[config.mk]
export PLATFORM = sky130hd
export DESIGN_NAME = wbu_commit_flat
export DESIGN_NICKNAME = d
export VERILOG_FILES = /design/src/rtl/wbu_pkg.sv /design/src/rtl/wbu_commit_if.sv /design/src/rtl/wbu_fifo.sv /design/src/rtl/wbu_commit.sv /design/src/flat_wrapper.sv
export SDC_FILE = /design/constraint.sdc
export NUM_CORES = 1
export LEC_CHECK = 0
export CAP_MARGIN = 15
export CORE_MARGIN = 4
export CORE_UTILIZATION = 40
export DETAILED_ROUTE_END_ITERATION = 10
export GPL_TIMING_DRIVEN = 0
export PLACE_DENSITY = 0.68
export SLEW_MARGIN = 10
export SYNTH_ARGS = -nofsm -noshare
export SYNTH_HDL_FRONTEND = slang
export SYNTH_SLANG_ARGS = --single-unit
[constraint.sdc]
create_clock -name clk -period 7.8 [get_ports clk]
set_input_delay 1.17 -clock clk [delete_from_list [all_inputs] [get_ports clk]]
set_output_delay 1.17 -clock clk [all_outputs]
set_load 0.05 [all_outputs]
[src/rtl/wbu_pkg.sv]
// Shared definitions for the write-back/commit stage: opcode constants, FSM
// states and the reference (RV32I-sized) commit-queue entry layout.
// No ports; imported by wbu_fifo's users and wbu_commit.
package wbu_pkg;

  // Major opcodes that steer next-PC and write-back selection.
  localparam logic [6:0] OP_JAL    = 7'b1101111;
  localparam logic [6:0] OP_JALR   = 7'b1100111;
  localparam logic [6:0] OP_LOAD   = 7'b0000011;
  localparam logic [6:0] OP_SYSTEM = 7'b1110011;

  // Reference entry widths (XLEN=32, RD_W=5, CSR_AW=12).
  localparam int unsigned XLEN_DEF   = 32;
  localparam int unsigned RD_W_DEF   = 5;
  localparam int unsigned CSR_AW_DEF = 12;

  // Packages cannot take parameters, so this is the layout at the default
  // widths; wbu_commit declares the same field order at its own widths.
  typedef struct packed {
    logic                  gpr_wen;
    logic [RD_W_DEF-1:0]   rd;
    logic [XLEN_DEF-1:0]   gpr_wdata;
    logic                  csr_wen;
    logic [CSR_AW_DEF-1:0] csr_addr;
    logic [XLEN_DEF-1:0]   csr_wdata;
    logic [XLEN_DEF-1:0]   dnpc;
    logic                  is_ebreak;
  } wbu_entry_t;

  typedef enum logic {
    S_RUN  = 1'b0,
    S_HALT = 1'b1
  } wbu_state_e;

endpackage

[src/rtl/wbu_commit_if.sv]
// LSU->WBU enqueue handshake plus the retire-side GPR/CSR/IFU outputs.
// master: producer/consumer environment (LSU + register files + IFU).
// slave: the commit stage itself.
interface wbu_commit_if #(
  parameter int XLEN   = 32,
  parameter int RD_W   = 5,
  parameter int CSR_AW = 12
);

  // Enqueue side
  logic              in_valid;
  logic              in_ready;
  logic [6:0]        in_opcode;
  logic [XLEN-1:0]   in_pc;
  logic [XLEN-1:0]   in_aluout;
  logic [XLEN-1:0]   in_csr_out;
  logic [XLEN-1:0]   in_rdata;
  logic              in_gpr_wen;
  logic [RD_W-1:0]   in_rd;
  logic              in_csr_wen;
  logic [CSR_AW-1:0] in_csr_waddr;
  logic [XLEN-1:0]   in_csr_wdata;
  logic              in_br_taken;
  logic              in_is_ecall;
  logic              in_is_mret;
  logic              in_is_ebreak;

  // Retire side
  logic              commit_valid;
  logic              commit_ready;
  logic              gpr_wen;
  logic [RD_W-1:0]   gpr_rd;
  logic [XLEN-1:0]   gpr_wdata;
  logic              csr_wen;
  logic [CSR_AW-1:0] csr_addr;
  logic [XLEN-1:0]   csr_wdata;
  logic              dnpc_valid;
  logic [XLEN-1:0]   dnpc;
  logic              halted;
  logic [63:0]       instret;

  modport master (
    output in_valid, in_opcode, in_pc, in_aluout, in_csr_out, in_rdata,
           in_gpr_wen, in_rd, in_csr_wen, in_csr_waddr, in_csr_wdata,
           in_br_taken, in_is_ecall, in_is_mret, in_is_ebreak, commit_ready,
    input  in_ready, commit_valid, gpr_wen, gpr_rd, gpr_wdata, csr_wen,
           csr_addr, csr_wdata, dnpc_valid, dnpc, halted, instret
  );

  modport slave (
    input  in_valid, in_opcode, in_pc, in_aluout, in_csr_out, in_rdata,
           in_gpr_wen, in_rd, in_csr_wen, in_csr_waddr, in_csr_wdata,
           in_br_taken, in_is_ecall, in_is_mret, in_is_ebreak, commit_ready,
    output in_ready, commit_valid, gpr_wen, gpr_rd, gpr_wdata, csr_wen,
           csr_addr, csr_wdata, dnpc_valid, dnpc, halted, instret
  );

endinterface

[src/rtl/wbu_fifo.sv]
// Generic DEPTH x W synchronous circular FIFO with occupancy count.
// Latency: a write is visible on rd_dat_o the cycle after it is accepted.
// Backpressure: writes ignored when full, reads ignored when empty; no
// same-cycle bypass from write to read.
// Ports: clk/rst, wr_en_i/wr_dat_i, rd_en_i/rd_dat_o (head, show-ahead),
// count_o, full_o, empty_o.
module wbu_fifo #(
  parameter int DEPTH = 2,
  parameter int W     = 8,
  localparam int CNT_W = $clog2(DEPTH + 1),
  localparam int PTR_W = (DEPTH > 1) ? $clog2(DEPTH) : 1
) (
  input  logic             clk,
  input  logic             rst,
  input  logic             wr_en_i,
  input  logic [W-1:0]     wr_dat_i,
  input  logic             rd_en_i,
  output logic [W-1:0]     rd_dat_o,
  output logic [CNT_W-1:0] count_o,
  output logic             full_o,
  output logic             empty_o
);

  logic [W-1:0]     mem_q [DEPTH];
  logic [PTR_W-1:0] wr_ptr_q, wr_ptr_d;
  logic [PTR_W-1:0] rd_ptr_q, rd_ptr_d;
  logic [CNT_W-1:0] count_q, count_d;
  logic             wr_fire, rd_fire;

  // Explicit wrap so non-power-of-two depths also work.
  function automatic logic [PTR_W-1:0] ptr_inc(input logic [PTR_W-1:0] p);
    return (p == PTR_W'(DEPTH - 1)) ? '0 : p + PTR_W'(1);
  endfunction

  assign full_o   = (count_q == CNT_W'(DEPTH));
  assign empty_o  = (count_q == '0);
  assign count_o  = count_q;
  assign rd_dat_o = mem_q[rd_ptr_q];

  assign wr_fire = wr_en_i && !full_o;
  assign rd_fire = rd_en_i && !empty_o;

  always_comb begin
    wr_ptr_d = wr_fire ? ptr_inc(wr_ptr_q) : wr_ptr_q;
    rd_ptr_d = rd_fire ? ptr_inc(rd_ptr_q) : rd_ptr_q;
    count_d  = count_q;
    if (wr_fire && !rd_fire) count_d = count_q + CNT_W'(1);
    if (rd_fire && !wr_fire) count_d = count_q - CNT_W'(1);
  end

  always_ff @(posedge clk or posedge rst) begin
    if (rst) begin
      wr_ptr_q <= '0;
      rd_ptr_q <= '0;
      count_q  <= '0;
    end else begin
      wr_ptr_q <= wr_ptr_d;
      rd_ptr_q <= rd_ptr_d;
      count_q  <= count_d;
    end
  end

  // Storage is not reset: validity is tracked purely by count_q.
  always_ff @(posedge clk) begin
    if (wr_fire) mem_q[wr_ptr_q] <= wr_dat_i;
  end

endmodule

[src/rtl/wbu_commit.sv]
// Write-back/commit stage: resolves write-back data and next PC at enqueue,
// buffers results and retires one instruction per cycle in order.
// Latency: accepted in cycle N, earliest commit_valid in cycle N+1.
// Backpressure: in_ready low when the queue is full or after ebreak retires.
// Ports: clk, rst (async, active-high), bus (wbu_commit_if.slave: LSU
// handshake in, GPR/CSR/dnpc/halted/instret out).
module wbu_commit
  import wbu_pkg::*;
#(
  parameter int XLEN   = 32,
  parameter int RD_W   = 5,
  parameter int CSR_AW = 12,
  parameter int DEPTH  = 2
) (
  input  logic          clk,
  input  logic          rst,
  wbu_commit_if.slave   bus
);

  typedef struct packed {
    logic              gpr_wen;
    logic [RD_W-1:0]   rd;
    logic [XLEN-1:0]   gpr_wdata;
    logic              csr_wen;
    logic [CSR_AW-1:0] csr_addr;
    logic [XLEN-1:0]   csr_wdata;
    logic [XLEN-1:0]   dnpc;
    logic              is_ebreak;
  } entry_t;

  localparam int W     = $bits(entry_t);
  localparam int CNT_W = $clog2(DEPTH + 1);

  entry_t           enq_entry, head, head_vis;
  logic [W-1:0]     head_raw;
  logic [CNT_W-1:0] q_count;
  logic             q_full, q_empty;
  logic             in_ready_w, enq_fire, commit_valid_w, ret_fire;
  logic [XLEN-1:0]  snpc;
  logic             is_jump;
  wbu_state_e       state_q, state_d;
  logic [63:0]      instret_q, instret_d;

  // Enqueue-side result resolution
  always_comb begin
    snpc      = bus.in_pc + XLEN'(4);
    is_jump   = (bus.in_opcode == OP_JAL) || (bus.in_opcode == OP_JALR);
    enq_entry = '0;

    enq_entry.gpr_wen   = bus.in_gpr_wen && (bus.in_rd != '0);
    enq_entry.rd        = bus.in_rd;
    enq_entry.csr_wen   = bus.in_csr_wen;
    enq_entry.csr_addr  = bus.in_csr_waddr;
    enq_entry.csr_wdata = bus.in_csr_wdata;
    enq_entry.is_ebreak = bus.in_is_ebreak;

    // Trap entry/return wins over branch/jump targets.
    if (bus.in_is_ecall || bus.in_is_mret) enq_entry.dnpc = bus.in_csr_out;
    else if (bus.in_br_taken || is_jump)   enq_entry.dnpc = bus.in_aluout;
    else                                   enq_entry.dnpc = snpc;

    if (is_jump)                           enq_entry.gpr_wdata = snpc;
    else if (bus.in_opcode == OP_LOAD)     enq_entry.gpr_wdata = bus.in_rdata;
    else if (bus.in_opcode == OP_SYSTEM)   enq_entry.gpr_wdata = bus.in_csr_out;
    else                                   enq_entry.gpr_wdata = bus.in_aluout;
  end

  // in_ready depends only on registered state, so a retire in this cycle
  // never opens a slot for an enqueue in the same cycle.
  assign in_ready_w     = !q_full && (state_q == S_RUN);
  assign enq_fire       = bus.in_valid && in_ready_w;
  assign commit_valid_w = (q_count != '0);
  assign ret_fire       = commit_valid_w && bus.commit_ready;

  wbu_fifo #(
    .DEPTH (DEPTH),
    .W     (W)
  ) u_fifo (
    .clk      (clk),
    .rst      (rst),
    .wr_en_i  (enq_fire),
    .wr_dat_i (enq_entry),
    .rd_en_i  (ret_fire),
    .rd_dat_o (head_raw),
    .count_o  (q_count),
    .full_o   (q_full),
    .empty_o  (q_empty)
  );

  assign head     = entry_t'(head_raw);
  // Stale storage is never exposed: data outputs read zero when empty.
  assign head_vis = q_empty ? entry_t'('0) : head;

  assign bus.in_ready     = in_ready_w;
  assign bus.commit_valid = commit_valid_w;
  assign bus.gpr_wen      = ret_fire && head_vis.gpr_wen;
  assign bus.gpr_rd       = head_vis.rd;
  assign bus.gpr_wdata    = head_vis.gpr_wdata;
  assign bus.csr_wen      = ret_fire && head_vis.csr_wen;
  assign bus.csr_addr     = head_vis.csr_addr;
  assign bus.csr_wdata    = head_vis.csr_wdata;
  assign bus.dnpc_valid   = ret_fire;
  assign bus.dnpc         = head_vis.dnpc;
  assign bus.halted       = (state_q == S_HALT);
  assign bus.instret      = instret_q;

  always_comb begin
    state_d   = state_q;
    instret_d = instret_q;
    if (ret_fire) instret_d = instret_q + 64'd1;
    case (state_q)
      S_RUN:   if (ret_fire && head_vis.is_ebreak) state_d = S_HALT;
      S_HALT:  state_d = S_HALT;  // only reset leaves HALT
      default: state_d = S_RUN;
    endcase
  end

  always_ff @(posedge clk or posedge rst) begin
    if (rst) begin
      state_q   <= S_RUN;
      instret_q <= '0;
    end else begin
      state_q   <= state_d;
      instret_q <= instret_d;
    end
  end

endmodule
[src/flat_wrapper.sv]
// flat-port wrapper written by rule: the top's interface ports become plain ports
module wbu_commit_flat import wbu_pkg::*;
#(
  parameter int XLEN   = 32,
  parameter int RD_W   = 5,
  parameter int CSR_AW = 12,
  parameter int DEPTH  = 2
)
  (clk, rst, bus_in_valid, bus_in_opcode, bus_in_pc, bus_in_aluout, bus_in_csr_out, bus_in_rdata, bus_in_gpr_wen, bus_in_rd, bus_in_csr_wen, bus_in_csr_waddr, bus_in_csr_wdata, bus_in_br_taken, bus_in_is_ecall, bus_in_is_mret, bus_in_is_ebreak, bus_commit_ready, bus_in_ready, bus_commit_valid, bus_gpr_wen, bus_gpr_rd, bus_gpr_wdata, bus_csr_wen, bus_csr_addr, bus_csr_wdata, bus_dnpc_valid, bus_dnpc, bus_halted, bus_instret);
  wbu_commit_if #(.XLEN(XLEN), .RD_W(RD_W), .CSR_AW(CSR_AW)) bus_i ();
  input  logic clk;
  input  logic rst;
  input wire logic [$bits(bus_i.in_valid)-1:0] bus_in_valid;
  input wire logic [$bits(bus_i.in_opcode)-1:0] bus_in_opcode;
  input wire logic [$bits(bus_i.in_pc)-1:0] bus_in_pc;
  input wire logic [$bits(bus_i.in_aluout)-1:0] bus_in_aluout;
  input wire logic [$bits(bus_i.in_csr_out)-1:0] bus_in_csr_out;
  input wire logic [$bits(bus_i.in_rdata)-1:0] bus_in_rdata;
  input wire logic [$bits(bus_i.in_gpr_wen)-1:0] bus_in_gpr_wen;
  input wire logic [$bits(bus_i.in_rd)-1:0] bus_in_rd;
  input wire logic [$bits(bus_i.in_csr_wen)-1:0] bus_in_csr_wen;
  input wire logic [$bits(bus_i.in_csr_waddr)-1:0] bus_in_csr_waddr;
  input wire logic [$bits(bus_i.in_csr_wdata)-1:0] bus_in_csr_wdata;
  input wire logic [$bits(bus_i.in_br_taken)-1:0] bus_in_br_taken;
  input wire logic [$bits(bus_i.in_is_ecall)-1:0] bus_in_is_ecall;
  input wire logic [$bits(bus_i.in_is_mret)-1:0] bus_in_is_mret;
  input wire logic [$bits(bus_i.in_is_ebreak)-1:0] bus_in_is_ebreak;
  input wire logic [$bits(bus_i.commit_ready)-1:0] bus_commit_ready;
  output wire logic [$bits(bus_i.in_ready)-1:0] bus_in_ready;
  output wire logic [$bits(bus_i.commit_valid)-1:0] bus_commit_valid;
  output wire logic [$bits(bus_i.gpr_wen)-1:0] bus_gpr_wen;
  output wire logic [$bits(bus_i.gpr_rd)-1:0] bus_gpr_rd;
  output wire logic [$bits(bus_i.gpr_wdata)-1:0] bus_gpr_wdata;
  output wire logic [$bits(bus_i.csr_wen)-1:0] bus_csr_wen;
  output wire logic [$bits(bus_i.csr_addr)-1:0] bus_csr_addr;
  output wire logic [$bits(bus_i.csr_wdata)-1:0] bus_csr_wdata;
  output wire logic [$bits(bus_i.dnpc_valid)-1:0] bus_dnpc_valid;
  output wire logic [$bits(bus_i.dnpc)-1:0] bus_dnpc;
  output wire logic [$bits(bus_i.halted)-1:0] bus_halted;
  output wire logic [$bits(bus_i.instret)-1:0] bus_instret;
  assign bus_i.in_valid = bus_in_valid;
  assign bus_i.in_opcode = bus_in_opcode;
  assign bus_i.in_pc = bus_in_pc;
  assign bus_i.in_aluout = bus_in_aluout;
  assign bus_i.in_csr_out = bus_in_csr_out;
  assign bus_i.in_rdata = bus_in_rdata;
  assign bus_i.in_gpr_wen = bus_in_gpr_wen;
  assign bus_i.in_rd = bus_in_rd;
  assign bus_i.in_csr_wen = bus_in_csr_wen;
  assign bus_i.in_csr_waddr = bus_in_csr_waddr;
  assign bus_i.in_csr_wdata = bus_in_csr_wdata;
  assign bus_i.in_br_taken = bus_in_br_taken;
  assign bus_i.in_is_ecall = bus_in_is_ecall;
  assign bus_i.in_is_mret = bus_in_is_mret;
  assign bus_i.in_is_ebreak = bus_in_is_ebreak;
  assign bus_i.commit_ready = bus_commit_ready;
  assign bus_in_ready = bus_i.in_ready;
  assign bus_commit_valid = bus_i.commit_valid;
  assign bus_gpr_wen = bus_i.gpr_wen;
  assign bus_gpr_rd = bus_i.gpr_rd;
  assign bus_gpr_wdata = bus_i.gpr_wdata;
  assign bus_csr_wen = bus_i.csr_wen;
  assign bus_csr_addr = bus_i.csr_addr;
  assign bus_csr_wdata = bus_i.csr_wdata;
  assign bus_dnpc_valid = bus_i.dnpc_valid;
  assign bus_dnpc = bus_i.dnpc;
  assign bus_halted = bus_i.halted;
  assign bus_instret = bus_i.instret;
  wbu_commit #(.XLEN(XLEN), .RD_W(RD_W), .CSR_AW(CSR_AW), .DEPTH(DEPTH)) u_core (.clk(clk), .rst(rst), .bus(bus_i));
endmodule
==> out/qor.yml <==
async_flop_share_pct: 22.92
cts.sink_count: 301
antenna_found_initial: 1
leakage_uw: 0.007326
grt_max_degree: 58
initial_core_util_pct: 40.78
synth_flop_cell: "edfxtp_1"
finalWeightedCongestion: 0.9592
worstPathMaxFanout: 10
fillers: 2959
worst_pin_slew_ns: 0.8800
cts-resized-gates: 0
netlist_area_mm2: 0.01419
dp_hpwl_mm: 36.07
viasPerCell: 5.461
multi_input_area_mm2: 0.005176
dr.pass1.iters: 7
fmax_mhz: 184.1
maxSlewViolCount: 0
hold_end: "u_core.bus.instret[63]"
finalHoldWorstSlack_ns: 0.4677
cp.arrival_ns: 4.26
synth_edf_count: 232
htreeDepth: 2
criticalPathCategory: "reg2out"
critPathCaptureType: "output pin"
fin_area_mm2: 0.01987
powerDensity_mw_per_mm2: 313.8
switchingPower_uw: 2565
reg2reg_from: "u_core.u_fifo.count_o[0]"
yosysSeqAreaShare_pct: 61.26
ys_warn_count: 0
overflow: 0
cts.clk_slew.worst_paths_ns: 0.05
ir_drop_mv: 0.2773
grt_pass1_wl_mm: 69.32
rsz0062_at_grt: "false"
avgSynthCellArea_um2: 11.61
fin_nets: 1839
grt_pass1_vias: 11710
r2r_cells: 8
vias: 11600
synthesis.nets: 1419
coreArea_mm2: 0.03480
max-slew-margin-rel_pct: 41.33
rrSetupSlack_ns: 5.22
seq_area_mm2: 0.008693
synth_seq_cells: 301
tritoncts: "done"
place_area_mm2: 0.01870
post-route-drc-count: 0
status: "finished, final reports clean"
setup_viol: 0
design.die.area_mm2: 0.03855
num_io_pins: 377
cap_violations: 0
detail_route.wl_per_cell_um: 21.84
power_frac_clock_pct: 26.3
hold_viol_final: 0
synthCells: 1222
finClkSkew_ns: 0.01327
port_buffers: 376
synth_cell_types: 45
die_w_um: 196.3
period_needed_ns: 5.432
comb_power_share_pct: 44.8
min-delay-start: "u_core.bus.instret[63]"
fin_tns_setup_ns: 0
clock-root-buffer: "clkbuf_16"
sw_frac_of_total_pct: 41.15
timing.final.crit_share_pct: 69.64
cts_setup_buffers: 0
grt_usage_pct: 23.19
seqPwrFrac_pct: 28.9
drtAntennaViolNets: 0
worst_skew_pair.late_latency_ns: 0.50
pre_cts_slack_ns: 2.780
min_path_type: "reg2reg"
drtIter0Drc: 793
reg2reg_to: "u_core.u_fifo.count_o[1]"
hold_buffers: 0
layout-drive-gt1-share_pct: 4.856
hold_depth: 1
num_rows: 68
routed_wl_mm: 46.38
numCtsBuffers: 35
syn_to_final_growth_pct: 40.04
required_ns: 6.63
numPlacedInstances: 2060
cts_buffer_depth: 3
internal_power_uw: 3670
instances_no_fill: 2124
die_h_um: 196.3
worstSetupStartpointType: "flop"
setup_slack_ns: 2.368
==> how the worst max path moves through the flow <==
stage	startpoint	to	slack, ns
2_1_floorplan	u_core.bus.halted	u_core.u_fifo.mem_q[0][0]	0.61
3_3_place_gp	bus_in_valid	u_core.u_fifo.mem_q[0][33]	-2.72
3_5_place_dp	u_core.u_fifo.rd_ptr_q	bus_gpr_wdata[17]	2.78
4_1_cts	u_core.u_fifo.rd_ptr_q	bus_gpr_wdata[15]	2.20
5_1_grt	u_core.u_fifo.rd_ptr_q	bus_gpr_wdata[15]	2.08
6_report	u_core.u_fifo.rd_ptr_q	bus_gpr_wdata[15]	2.37
==> layout make-up <==
type,count,share of cell area (%)
diodes,1,0.01259
plain buffers,67,1.354
clock buffers,43,4.823
clock inverters,20,1.058
inverters,17,0.3337
multi-input cells,837,26.05
flip-flops and latches,301,43.75
well taps,455,2.865
repair buffers,383,19.76
==> sequential cells by signal, indices dropped and copies added (netlist names) <==
signal	cells
u_core.u_fifo.count_o	2
u_core.u_fifo.mem_q	232
u_core.u_fifo.rd_ptr_q	1
u_core.bus.halted	1
u_core.bus.instret	64
u_core.u_fifo.wr_ptr_q	1
==> cell families (layout without fill, tap and decap cells) <==
| kind of cell | count (synthesis) | in the layout | share of synthesized area, % |
|---|---|---|---|
| muxes | 121 | 121 | 8.535 |
| AOI/OAI and AO/OA | 178 | 178 | 7.169 |
| adders and majority gates | 3 | 3 | 0.2646 |
| other | 0 | 1 | 0 |
| buffers and inverters | 84 | 530 | 2.345 |
| and+or+nand+nor | 451 | 451 | 15.24 |
| DFF | 301 | 301 | 61.26 |
| xor gates and xnor gates | 84 | 84 | 5.185 |
==> power groups by stage <==
stage | registers (µW) | logic, µW | clock network (µW)
after floorplan | 1870 | 1680 | 0
after global placement | 1830 | 2810 | 0
after detailed placement | 1830 | 2820 | 0
after CTS | 1800 | 2830 | 1670
after global routing | 1800 | 2920 | 1750
final | 1800 | 2790 | 1640
==> cells in the mapped netlist, types with 2 or more instances <==
library cell  number  share of area (%)
o31a_1             7               0.43
buf_6              2               0.16
xnor2_1           50                3.1
clkbuf_1          51                1.3
nor3_4             3               0.34
nor3_2             3               0.21
buf_1             12               0.32
nor3_1            28               0.99
and2_1             3               0.13
ha_1               3               0.26
nand4_1           36                1.6
or2_2              5               0.22
edfxtp_1         232                 49
o22ai_1           32                1.4
a21oi_1            9               0.32
and4_1            10               0.62
nor3b_1            3               0.16
nand2_1          117                3.1
o211ai_1           9               0.48
nor4_1            17               0.75
dfrtp_1           69                 12
o31ai_1            2               0.11
o21ai_0           75                2.6
buf_2              2              0.071
o21a_1             3               0.16
nor4_2             4               0.35
nand3_1           38                1.3
and3_1            13               0.57
or4_1              3               0.16
a31oi_1            6               0.26
xor2_1            34                2.1
or3_1              6               0.26
a211oi_1           2               0.11
o21ai_1           29                1.0
inv_1             17               0.45
mux2i_1          121                8.5
nor2_1           158                4.2
==> through the flow <==
stage	utilization (%)	total power [µW]
global placement	53.23	4639
detailed placement	53.74	4648
finish	57.10	6235
CTS	57.10	6302
global route	57.10	6472
floorplan	-	3554
==> worst max-delay path: stages (launching register included) <==
cell	delay [ns]
dfrtp_1	0.31
clkbuf_1	0.50
clkbuf_1	0.72
buf_1	0.72
mux2i_1	0.20
nor2_1	0.40
clkdlybuf4s50_1	0.91
==> per-layer routing <==
metal / global-route usage [%] / vias up / part of all wire [%]
met2: 39.93 / 568 / 49
met3: 5.060 / 66 / 8.4
met4: 5.948 / 0 / 2.7
met5: 0 / - / 0
li1: - / 5346 / -
met1: 29.98 / 5619 / 40
==> cell usage in the layout, fill, tap and decap left out, types with 34 or more instances in the layout <==
| cell type | count |
|---|---|
| clkdlybuf4s50_1 | 376 |
| edfxtp_1 | 232 |
| nor2_1 | 157 |
| mux2i_1 | 121 |
| nand2_1 | 117 |
| o21ai_0 | 75 |
| dfrtp_1 | 69 |
| clkbuf_1 | 56 |
| xnor2_1 | 50 |
| nand3_1 | 38 |
| clkbuf_16 | 37 |
| nand4_1 | 36 |
| xor2_1 | 34 |
Power figures use the tool's default switching activity.
